==> config.mk <==
export PLATFORM = sky130hd
export DESIGN_NAME = fifo_prog_flags_flat
export DESIGN_NICKNAME = d
export VERILOG_FILES = /design/src/rtl/fifo_prog_flags_if.sv /design/src/rtl/fifo_prog_flags.sv /design/src/flat_wrapper.sv
export SDC_FILE = /design/constraint.sdc
export NUM_CORES = 1
export LEC_CHECK = 0
export BUFFER_PORTS_ARGS = -buffer_cell sky130_fd_sc_hd__buf_4
export CORE_MARGIN = 4
export CORE_UTILIZATION = 60
export DETAILED_ROUTE_END_ITERATION = 10
export GPL_ROUTABILITY_DRIVEN = 0
export PLACE_DENSITY = 0.8
export SKIP_LAST_GASP = 1
export SLEW_MARGIN = 20
export SYNTH_ARGS = -nofsm -noshare
export SYNTH_HDL_FRONTEND = slang
export SYNTH_SLANG_ARGS = --single-unit
==> constraint.sdc <==
create_clock -name clk_i -period 3.7 [get_ports clk_i]
set_input_delay 1.11 -clock clk_i [delete_from_list [all_inputs] [get_ports clk_i]]
set_output_delay 1.11 -clock clk_i [all_outputs]
set_load 0.05 [all_outputs]
==> src/rtl/fifo_prog_flags_if.sv <==
// Handshake bundle between a stream producer/consumer and fifo_prog_flags.
// The FIFO binds to the slave modport; the driving side binds to master.
interface fifo_prog_flags_if #(
    parameter int WordLength = 8,
    parameter int AddrWidth  = 4
);
    logic                  flush_i;
    logic                  wr_i;
    logic [WordLength-1:0] w_data_i;
    logic                  rd_i;
    logic                  clr_err_i;
    logic [WordLength-1:0] r_data_o;
    logic                  empty_o;
    logic                  full_o;
    logic                  almost_empty_o;
    logic                  almost_full_o;
    logic [AddrWidth:0]    count_o;
    logic                  overflow_o;
    logic                  underflow_o;

    modport master (
        output flush_i, wr_i, w_data_i, rd_i, clr_err_i,
        input  r_data_o, empty_o, full_o, almost_empty_o, almost_full_o,
               count_o, overflow_o, underflow_o
    );

    modport slave (
        input  flush_i, wr_i, w_data_i, rd_i, clr_err_i,
        output r_data_o, empty_o, full_o, almost_empty_o, almost_full_o,
               count_o, overflow_o, underflow_o
    );
endinterface

==> src/rtl/fifo_prog_flags.sv <==
// Single-clock first-word-fall-through FIFO with fill level, programmable
// almost-full/almost-empty thresholds, synchronous flush and sticky error flags.
module fifo_prog_flags #(
    parameter int WordLength    = 8,
    parameter int AddrWidth     = 4,
    parameter int AlmostFullTh  = 12,
    parameter int AlmostEmptyTh = 2
) (
    input  logic              clk_i,
    input  logic              rst_i,
    fifo_prog_flags_if.slave  bus
);
    localparam int Depth = 1 << AddrWidth;
    localparam logic [AddrWidth:0] DepthC = (AddrWidth + 1)'(Depth);
    localparam logic [AddrWidth:0] AfThC  = (AddrWidth + 1)'(AlmostFullTh);
    localparam logic [AddrWidth:0] AeThC  = (AddrWidth + 1)'(AlmostEmptyTh);

    logic [WordLength-1:0] mem_q [Depth];
    logic [AddrWidth-1:0]  wr_ptr_q, wr_ptr_d;
    logic [AddrWidth-1:0]  rd_ptr_q, rd_ptr_d;
    logic [AddrWidth:0]    count_q, count_d;
    logic                  overflow_q, overflow_d;
    logic                  underflow_q, underflow_d;

    logic empty, full;
    logic wr_accept, rd_accept;
    logic overflow_set, underflow_set;

    assign empty = (count_q == '0);
    assign full  = (count_q == DepthC);

    // A full FIFO still takes a write when a pop frees the slot in the same cycle.
    assign wr_accept     = bus.wr_i && (!full || bus.rd_i) && !bus.flush_i;
    assign rd_accept     = bus.rd_i && !empty && !bus.flush_i;
    assign overflow_set  = bus.wr_i && full && !bus.rd_i && !bus.flush_i;
    assign underflow_set = bus.rd_i && empty && !bus.flush_i;

    always_comb begin
        // NOTE: every output of this block gets a default first, so no path leaves one unassigned and no latch is inferred.
        wr_ptr_d = wr_ptr_q;
        rd_ptr_d = rd_ptr_q;
        count_d  = count_q;

        if (bus.flush_i) begin
            wr_ptr_d = '0;
            rd_ptr_d = '0;
            count_d  = '0;
        end else begin
            if (wr_accept) wr_ptr_d = wr_ptr_q + 1'b1;
            if (rd_accept) rd_ptr_d = rd_ptr_q + 1'b1;
            unique case ({wr_accept, rd_accept})
                2'b10:   count_d = count_q + 1'b1;
                2'b01:   count_d = count_q - 1'b1;
                default: count_d = count_q;
            endcase
        end

        // Setting an error outranks clearing it in the same cycle.
        overflow_d  = overflow_set  ? 1'b1 : (bus.clr_err_i ? 1'b0 : overflow_q);
        underflow_d = underflow_set ? 1'b1 : (bus.clr_err_i ? 1'b0 : underflow_q);
    end

    always_ff @(posedge clk_i or posedge rst_i) begin
        // NOTE: state registers use non-blocking assignments so every register samples pre-edge values.
        if (rst_i) begin
            wr_ptr_q    <= '0;
            rd_ptr_q    <= '0;
            count_q     <= '0;
            overflow_q  <= 1'b0;
            underflow_q <= 1'b0;
        end else begin
            wr_ptr_q    <= wr_ptr_d;
            rd_ptr_q    <= rd_ptr_d;
            count_q     <= count_d;
            overflow_q  <= overflow_d;
            underflow_q <= underflow_d;
        end
    end

    // NOTE: the storage array has no reset; contents are only visible through valid pointers.
    always_ff @(posedge clk_i) begin
        if (wr_accept) mem_q[wr_ptr_q] <= bus.w_data_i;
    end

    assign bus.r_data_o       = mem_q[rd_ptr_q];
    assign bus.empty_o        = empty;
    assign bus.full_o         = full;
    assign bus.almost_empty_o = (count_q <= AeThC);
    assign bus.almost_full_o  = (count_q >= AfThC);
    assign bus.count_o        = count_q;
    assign bus.overflow_o     = overflow_q;
    assign bus.underflow_o    = underflow_q;
endmodule

==> src/flat_wrapper.sv <==
// flat-port wrapper written by rule: the top's interface ports become plain ports
module fifo_prog_flags_flat 
#(
    parameter int WordLength    = 8,
    parameter int AddrWidth     = 4,
    parameter int AlmostFullTh  = 12,
    parameter int AlmostEmptyTh = 2
)
  (clk_i, rst_i, bus_flush_i, bus_wr_i, bus_w_data_i, bus_rd_i, bus_clr_err_i, bus_r_data_o, bus_empty_o, bus_full_o, bus_almost_empty_o, bus_almost_full_o, bus_count_o, bus_overflow_o, bus_underflow_o);
  fifo_prog_flags_if #(.WordLength(WordLength), .AddrWidth(AddrWidth)) bus_i ();
  input  logic clk_i;
  input  logic rst_i;
  input wire logic [$bits(bus_i.flush_i)-1:0] bus_flush_i;
  input wire logic [$bits(bus_i.wr_i)-1:0] bus_wr_i;
  input wire logic [$bits(bus_i.w_data_i)-1:0] bus_w_data_i;
  input wire logic [$bits(bus_i.rd_i)-1:0] bus_rd_i;
  input wire logic [$bits(bus_i.clr_err_i)-1:0] bus_clr_err_i;
  output wire logic [$bits(bus_i.r_data_o)-1:0] bus_r_data_o;
  output wire logic [$bits(bus_i.empty_o)-1:0] bus_empty_o;
  output wire logic [$bits(bus_i.full_o)-1:0] bus_full_o;
  output wire logic [$bits(bus_i.almost_empty_o)-1:0] bus_almost_empty_o;
  output wire logic [$bits(bus_i.almost_full_o)-1:0] bus_almost_full_o;
  output wire logic [$bits(bus_i.count_o)-1:0] bus_count_o;
  output wire logic [$bits(bus_i.overflow_o)-1:0] bus_overflow_o;
  output wire logic [$bits(bus_i.underflow_o)-1:0] bus_underflow_o;
  assign bus_i.flush_i = bus_flush_i;
  assign bus_i.wr_i = bus_wr_i;
  assign bus_i.w_data_i = bus_w_data_i;
  assign bus_i.rd_i = bus_rd_i;
  assign bus_i.clr_err_i = bus_clr_err_i;
  assign bus_r_data_o = bus_i.r_data_o;
  assign bus_empty_o = bus_i.empty_o;
  assign bus_full_o = bus_i.full_o;
  assign bus_almost_empty_o = bus_i.almost_empty_o;
  assign bus_almost_full_o = bus_i.almost_full_o;
  assign bus_count_o = bus_i.count_o;
  assign bus_overflow_o = bus_i.overflow_o;
  assign bus_underflow_o = bus_i.underflow_o;
  fifo_prog_flags #(.WordLength(WordLength), .AddrWidth(AddrWidth), .AlmostFullTh(AlmostFullTh), .AlmostEmptyTh(AlmostEmptyTh)) u_core (.clk_i(clk_i), .rst_i(rst_i), .bus(bus_i));
endmodule
==> results of run 1 <==
==> synthesized netlist by cell type, types with 2 or more instances <==
cell type and n:
buf_2 5, o21ai_0 3, nor2_1 19, nand3_1 9, or3_1 2, nor3b_1 2, xor2_1 4, mux2i_1 2
o32ai_1 2, edfxtp_1 128, inv_1 10, mux4_2 40, xnor2_1 4, nand2b_1 4, nand2_1 14, clkbuf_1 10
dfrtp_1 15, nor3_1 4, ha_1 7, a21oi_1 6
==> area by class of cell <==
type / count / area share
clock inverters: 15 / 0.02080
clock buffers: 17 / 0.05987
inverters: 10 / 0.005426
multi-input cells: 138 / 0.2223
well taps: 129 / 0.02333
flip-flops and latches: 143 / 0.6101
repair buffers: 52 / 0.05824
==> routing by layer <==
layer,track usage,vias up
li1,-,1334
met1,0.3117,1611
met2,0.3754,118
met3,0.05178,23
met4,0.07763,0
met5,0,-
==> logic make-up (layout without fill, tap and decap cells) <==
family | Yosys count | in the layout
AOI/OAI and AO/OA | 19 | 19
xor gates and xnor gates | 8 | 8
adders and majority gates | 7 | 7
buffers and inverters | 28 | 94
DFF | 143 | 143
muxes | 43 | 43
and+or+nand+nor | 61 | 61
==> stage by stage <==
stage | worst slack, ns | util
floorplan | 0.4683 | -
global placement | 0.3534 | 0.6786
detailed placement | 0.2727 | 0.6786
CTS | 0.06779 | 0.7382
global route | 0.008611 | 0.7382
finish | 0.09347 | 0.7382
==> final timing paths <==
kind / startpoint / endpoint / slack (ns) / cells after the start
min in group asynchronous: rst_i / u_core.wr_ptr_q[0]$_DFFE_PP0P_ / 0.66 / 2
hold / removal: u_core.bus.overflow_o$_DFFE_PP0P_ / u_core.bus.overflow_o$_DFFE_PP0P_ / 0.55 / 2
hold reg to reg: u_core.bus.overflow_o$_DFFE_PP0P_ / u_core.bus.overflow_o$_DFFE_PP0P_ / 0.55 / 2
max in group asynchronous: rst_i / u_core.rd_ptr_q[0]$_DFFE_PP0P_ / 2.61 / 2
setup / recovery: u_core.rd_ptr_q[0]$_DFFE_PP0P_ / bus_r_data_o[2] / 0.09 / 4
setup reg to reg: u_core.bus.count_o[0]$_DFFE_PP0P_ / u_core.bus.count_o[4]$_DFFE_PP0P_ / 0.91 / 9
==> power groups by stage <==
stage / combinational [mW] / sequential (mW) / clock [mW]
floorplan: 0.931 / 1.98 / 0
global placement: 1.30 / 1.92 / 0
detailed placement: 1.32 / 1.93 / 0
CTS: 1.34 / 1.89 / 1.61
global route: 1.41 / 1.90 / 1.69
finish: 1.32 / 1.89 / 1.60
==> worst max-delay path, stage by stage (launching register included) <==
cell	delay (ns)
dfrtp_2	0.37
buf_12	0.27
mux4_2	0.60
mux4_2	0.50
buf_4	0.21
==> flip-flops by register name, indices dropped and copies added (netlist names) <==
register                flops
u_core.bus.overflow_o       1
u_core.mem_q              128
u_core.wr_ptr_q             4
u_core.bus.count_o          5
u_core.rd_ptr_q             4
u_core.bus.underflow_o      1
==> impl_metrics.toml, run 1 <==
[status]
status = "finished clean"

[placement]
port_buffers = 32
placed_area_sq_um = 6360
numPlacedInstances = 472
dp_hpwl_microns = 7025

[global_route]
overflow = 0
grt_start_max_net_pins = 36
grt_pass1_wl_microns = 18660
antenna_found_initial = 0
grt_pass1_vias = 3216
grtUsageTotal = 0.2301

[power]
intPower_mw = 3.312
clkPwrFrac = 0.332
leakage_nw = 2.379
comb_power_share = 0.275
total_power_mw = 4.813
powerDensity_nw_per_um2 = 695.7
p_seq_frac = 0.393
power_switching_mw = 1.501
ir_worst_vdd_mv = 0.6435
p_sw_frac = 0.3119

[yosys]
synthCells = 309
synth_top_family_by_area = "multiplexers"
synth-main-ff-cell = "edfxtp_1"
synth_mux_area_frac = 0.1587
avgSynthCellArea_sq_um = 19.01
synth_fa_ha_area_frac = 0.01491
synth_async_sr_flop_share = 0.1049
synth_area_sq_um = 5873
synth_seq_cells = 143
synthTopCellsByArea = "edfxtp_1, mux4_2, dfrtp_1, ha_1, nor2_1"
synth.top_cell.area_share = 0.6545
yosysUniqueCellTypes = 39
yosysTopAreaCell = "edfxtp_1"
synth-simple-area-share = 0.04985
synth_edf_count = 128
syn_nets = 330
yosysSeqAreaShare = 0.7184
yosysWarnings = 0
synth_xor_area_frac = 0.01193
synth-compound-area-share = 0.02535

[timing]
hold_slack_ns = 0.5478
totalNegativeSetupSlack_ns = 0
fin_skew_ns = 0.009031
worst_pin_slew_ns = 0.7331
max_slew_margin = 0.5113
fmax_mhz = 277.3
grt_setup_unrepaired = "false"
final.min_clock_period_ns = 3.607
final-hold-violation-count = 0
finalCritPeriodShare = 0.9747
slew_viol_final = 0
setup_violations = 0

[clock_tree]
htree_num_levels = 4
ctsLongestPathBuffers = 2
clk_pin_slew_ns = 0.06
cts_tree = "built"
cts_setup_buffers = 0
holdBufCountCts = 0
worstSkewPairLatency_ns = 0.53
clock-root-buffer = "clkbuf_8"
cts_made_buffers = 17
cts_sinks = 143
cts_resized = 0

[layout]
n_antenna_cell = 0
final_cell_area_sq_um = 6918
final_layout_size_suffix_gt1_frac = 0.3387
area.sequential_sq_um = 4220
area_growth_syn_to_layout_pct = 17.79
stdcell_count = 504
fillCellCount = 558
multi_input_area_sq_um = 1538
nets = 383
final_cell_mix = "edfxtp_1, buf_4, mux4_2, nor2_1, clkbuf_16"
layout_commonest_cell = "edfxtp_1"

[critical_path]
worst-path-max-fanout = 35
start_kind = "flop"
cp.arrival_ns = 2.50
critical_path_class = "flop to output port"
crit_path_end_kind = "output port"
critPathRequiredTime_ns = 2.59

[routing]
wl_met1_microns = 4863
firstDrtPassIters = 5
vias_per_cell = 6.123
routed_wl_microns = 11940
ant_nets = 0
drc = 0
via_count = 3086
met3WireLength_microns = 701
drt_iter0_markers = 260
route.met2.wl_microns = 6152
post_drt_wl_per_cell_microns = 23.69
dr.max_layer_used = "met4"

[die]
coreArea_sq_um = 9371
dieHeight_microns = 106.9
dieArea_sq_um = 11440
die_w_microns = 106.9
start_util = 0.6267
rows = 35
ioPinCount = 33

[job]
maxCapViolCount = 0

[min_path]
hold_path.class = "flop to flop"
Note: power is estimated with default switching activity, not from simulation.
==> run 2, diff against run 1 <==
- CORE_MARGIN: 4 -> 8
==> impl_metrics.toml, run 2 (synthesized netlist as in run 1, its figures left out) <==
[status]
status = "finished clean"

[power]
ir_worst_vdd_mv = 0.3715
powerDensity_nw_per_um2 = 707.6
p_sw_frac = 0.2989
clkPwrFrac = 0.345
total_power_mw = 4.922
p_seq_frac = 0.386
comb_power_share = 0.270
intPower_mw = 3.450
power_switching_mw = 1.471
leakage_nw = 2.388

[critical_path]
critPathRequiredTime_ns = 2.59
critical_path_class = "flop to output port"
start_kind = "flop"
crit_path_end_kind = "output port"
cp.arrival_ns = 2.40
crit_family = "multiplexers"
worstPathCellList = "buf_4 -> mux4_2 -> mux4_2 -> buf_4"
path_buf_inv = 2
worst-path-max-fanout = 35
cpPeakStageDelay_ns = 0.49
crit_slowest_cell = "mux4_2"

[die]
start_util = 0.6093
dieArea_sq_um = 13210
rows = 36
coreArea_sq_um = 9639
ioPinCount = 33
dieHeight_microns = 114.9
die_w_microns = 114.9

[clock_tree]
cts_sinks = 143
cts_resized = 0
htree_num_levels = 4
ctsLongestPathBuffers = 2
clk_pin_slew_ns = 0.06
cts_tree = "built"
clock-root-buffer = "clkbuf_8"
holdBufCountCts = 0
cts_setup_buffers = 0
cts_made_buffers = 17
worstSkewPairLatency_ns = 0.51

[routing]
routed_wl_microns = 11470
vias_per_cell = 5.966
drc = 0
firstDrtPassIters = 4
post_drt_wl_per_cell_microns = 22.62
drt_iter0_markers = 274
via_count = 3025
ant_nets = 0

[layout]
top_register = "u_core.mem_q"
area_growth_syn_to_layout_pct = 18.43
layout_commonest_cell = "edfxtp_1"
nets = 383
final_cell_mix = "edfxtp_1, buf_4, mux4_2, nor2_1, clkbuf_16"
largest_reg_flops = 128
final_layout_size_suffix_gt1_frac = 0.3369
n_antenna_cell = 0
fillCellCount = 580
stdcell_count = 507

[timing]
fin_ws_ns = 0.1872
worst_pin_slew_ns = 0.6741
grt_setup_unrepaired = "false"
totalNegativeSetupSlack_ns = 0
finalCritPeriodShare = 0.9494
slew_viol_final = 0
fin_skew_ns = 0.007468
final-hold-violation-count = 0
fmax_mhz = 284.7
setup_violations = 0
final.min_clock_period_ns = 3.513
max_slew_margin = 0.5506

[job]
maxCapViolCount = 0

[placement]
numPlacedInstances = 476
dp_hpwl_microns = 7267
port_buffers = 32
dp_slack_ns = 0.3029

[global_route]
grtUsageTotal = 0.1894
overflow = 0
antenna_found_initial = 0
grt_start_max_net_pins = 36
grt_pass1_wl_microns = 18000
grt_pass1_vias = 3194

[min_path]
hold_path.class = "flop to flop"
## run 2: final timing paths
check	slack, ns	end	cells after the start	from
worst min register to register	0.54	u_core.bus.overflow_o$_DFFE_PP0P_	2	u_core.bus.overflow_o$_DFFE_PP0P_
worst max-delay path	0.19	bus_r_data_o[2]	4	u_core.rd_ptr_q[1]$_DFFE_PP0P_
worst min-delay path	0.54	u_core.bus.overflow_o$_DFFE_PP0P_	2	u_core.bus.overflow_o$_DFFE_PP0P_
min in group asynchronous	0.66	u_core.rd_ptr_q[2]$_DFFE_PP0P_	2	rst_i
max in group asynchronous	2.63	u_core.rd_ptr_q[0]$_DFFE_PP0P_	2	rst_i
worst max register to register	0.97	u_core.bus.count_o[4]$_DFFE_PP0P_	9	u_core.bus.count_o[3]$_DFFE_PP0P_
## run 2: per-stage QoR
stage / hold WS (ns) / area [sq um] / util
5_1_grt: 0.5576 / 6955 / 0.7216
6_report: 0.5446 / 6955 / 0.7216
4_1_cts: 0.5464 / 6955 / 0.7216
2_1_floorplan: 0.5514 / 5879 / -
3_3_place_gp: 0.5243 / 6365 / 0.6603
3_5_place_dp: 0.5370 / 6365 / 0.6603
## run 2: metal layers
layer,global-route usage,routed length [microns]
met5,0,0
met4,0.06830,118
met3,0.05252,853
met2,0.2942,5760
met1,0.2522,4736
## run 2: worst min-delay path: stages, from the launching register on
cell and delay, ns:
dfrtp_1 0.37, inv_1 0.05, o32ai_1 0.07
## run 2: power by group through the flow
stage / combinational (mW) / clock [mW] / sequential [mW]
after floorplan: 0.931 / 0 / 1.98
after global placement: 1.32 / 0 / 1.92
after detailed placement: 1.34 / 0 / 1.93
after CTS: 1.34 / 1.72 / 1.90
after global routing: 1.41 / 1.78 / 1.91
final: 1.33 / 1.70 / 1.90
## run 2: area by class of cell
cell class                 instances  area, sq um  area share
sequential                       143         4220      0.6068
multi-input combinational        138         1538      0.2211
clock buffer                      19        421.7     0.06062
timing repair buffer              52        402.9     0.05792
clock inverter                    12        168.9     0.02428
tap                              133        166.4     0.02393
inverter                          10        37.54    0.005397
==> run 3, diff against run 2 <==
- CAP_MARGIN: unset -> 20
- SLEW_MARGIN: 20 -> 0
- clock period: 3.7 -> 3.77 ns (I/O delays scaled with it)
==> impl_metrics.toml, run 3 (synthesized netlist as in run 1, its figures left out) <==
[global_route]
grtUsageMet3 = 0.05567
grt_start_max_net_pins = 36
grt_pass1_wl_microns = 17390
overflow = 0
grt-busiest-layer = "met2"
antenna_found_initial = 0
grt_pass1_vias = 3114
grtUsageTotal = 0.1829
met1_usage = 0.2313
grt_use_met2 = 0.2903

[clock_tree]
cts_resized = 0
clk_pin_slew_ns = 0.06
holdBufCountCts = 0
cts_tree = "built"
ctsLongestPathBuffers = 2
worstSkewPairLatency_ns = 0.52
clock-root-buffer = "clkbuf_8"
cts_made_buffers = 17
htree_num_levels = 4
cts_sinks = 143
cts_setup_buffers = 0

[critical_path]
r2r_setup_slack_ns = 1.02
regToRegEndpoint = "u_core.mem_q[4][6]$_DFFE_PP_"
worst-path-max-fanout = 32
cp.arrival_ns = 2.49
rr_worst_depth = 6
critical_path_class = "flop to output port"
start_kind = "flop"
critPathRequiredTime_ns = 2.64
reg2reg_from = "u_core.bus.count_o[2]$_DFFE_PP0P_"
crit_path_end_kind = "output port"

[routing]
ant_nets = 0
vias_per_cell = 5.990
drc = 0
firstDrtPassIters = 4
drt_iter0_markers = 223
routed_wl_microns = 11310
post_drt_wl_per_cell_microns = 22.14
via_count = 3061

[placement]
port_buffers = 32
dp_hpwl_microns = 7355
placed_area_sq_um = 6382
numPlacedInstances = 479

[min_path]
min_to = "u_core.bus.overflow_o$_DFFE_PP0P_"
hold_path.class = "flop to flop"
hp-start = "u_core.bus.overflow_o$_DFFE_PP0P_"
worstHoldPathCells = 2

[layout]
top_register = "u_core.mem_q"
nets = 386
largest_reg_flops = 128
n_antenna_cell = 0
stdcell_count = 511
area_growth_syn_to_layout_pct = 18.07
fillCellCount = 610
final_cell_area_sq_um = 6934
final_layout_size_suffix_gt1_frac = 0.3466
multi_input_area_sq_um = 1533
layout_commonest_cell = "edfxtp_1"
final_cell_mix = "edfxtp_1, buf_4, mux4_2, nor2_1, clkbuf_16"
area.sequential_sq_um = 4220

[die]
coreArea_sq_um = 9639
dieArea_sq_um = 13210
ioPinCount = 33
dieHeight_microns = 114.9
die_w_microns = 114.9
rows = 36
start_util = 0.6093

[power]
leakage_nw = 2.381
total_power_mw = 4.653
powerDensity_nw_per_um2 = 671.0
ir_worst_vdd_mv = 0.6689

[job]
maxCapViolCount = 0

[timing]
final.min_clock_period_ns = 3.623
totalNegativeSetupSlack_ns = 0
setup_violations = 0
worst_pin_slew_ns = 0.7014
final-hold-violation-count = 0
max_slew_margin = 0.5324
hold_slack_ns = 0.5500
grt_setup_unrepaired = "false"
fmax_mhz = 276.0
fin_skew_ns = 0.01076
finalCritPeriodShare = 0.9609
slew_viol_final = 0

[status]
status = "finished clean"
run 3: cell count changes in the layout (fill, tap and decap cells not counted), sizes merged:
cell | before | now
buf | 52 | 55
inv | 10 | 15
clkinvlp | 3 | 4
bufinv | 4 | 1
clkinv | 5 | 3
run 3: worst max path at each step:
| stage | start | slack (ns) | depth (start not counted) | end |
|---|---|---|---|---|
| floorplan | u_core.bus.count_o[2]$_DFFE_PP0P_ | 0.009 | 2 | bus_almost_empty_o |
| global placement | bus_flush_i | 0.40 | 10 | u_core.bus.count_o[4]$_DFFE_PP0P_ |
| detailed placement | bus_flush_i | 0.34 | 10 | u_core.bus.count_o[4]$_DFFE_PP0P_ |
| CTS | u_core.rd_ptr_q[0]$_DFFE_PP0P_ | 0.10 | 4 | bus_r_data_o[4] |
| global route | u_core.rd_ptr_q[0]$_DFFE_PP0P_ | 0.05 | 4 | bus_r_data_o[4] |
| finish | u_core.rd_ptr_q[0]$_DFFE_PP0P_ | 0.15 | 4 | bus_r_data_o[4] |
run 3: where the power goes:
part           total, mW  leakage [nW]  internal, mW  switching (mW)
combinational       1.25         0.770         0.529           0.726
sequential          1.86          1.35          1.78          0.0784
clock               1.54         0.256         0.887           0.653
total               4.65          2.38          3.20            1.46
run 3: cell type report:
type                    instances  share of cell area
clock buffers                  19             0.06081
inverters                      10            0.005413
flip-flops and latches        143              0.6086
multi-input cells             138              0.2210
repair buffers                 55             0.06135
clock inverters                13             0.01877
well taps                     133             0.02400
run 3: per-stage QoR:
stage	setup slack (ns)	utilization
after floorplan	0.009227	-
after CTS	0.1009	0.7194
after detailed placement	0.3373	0.6621
final	0.1473	0.7194
after global routing	0.05147	0.7194
after global placement	0.3952	0.6621
run 3: per-layer routing:
metal	part of all wire	wire, microns
met4	0.016	184
met3	0.073	829
met5	0	0
met2	0.51	5797
met1	0.40	4499
run 3: worst max-delay path, stage by stage (launching register included):
cell	delay [ns]
dfrtp_2	0.42
buf_12	0.27
mux4_2	0.56
mux4_2	0.50
buf_4	0.21
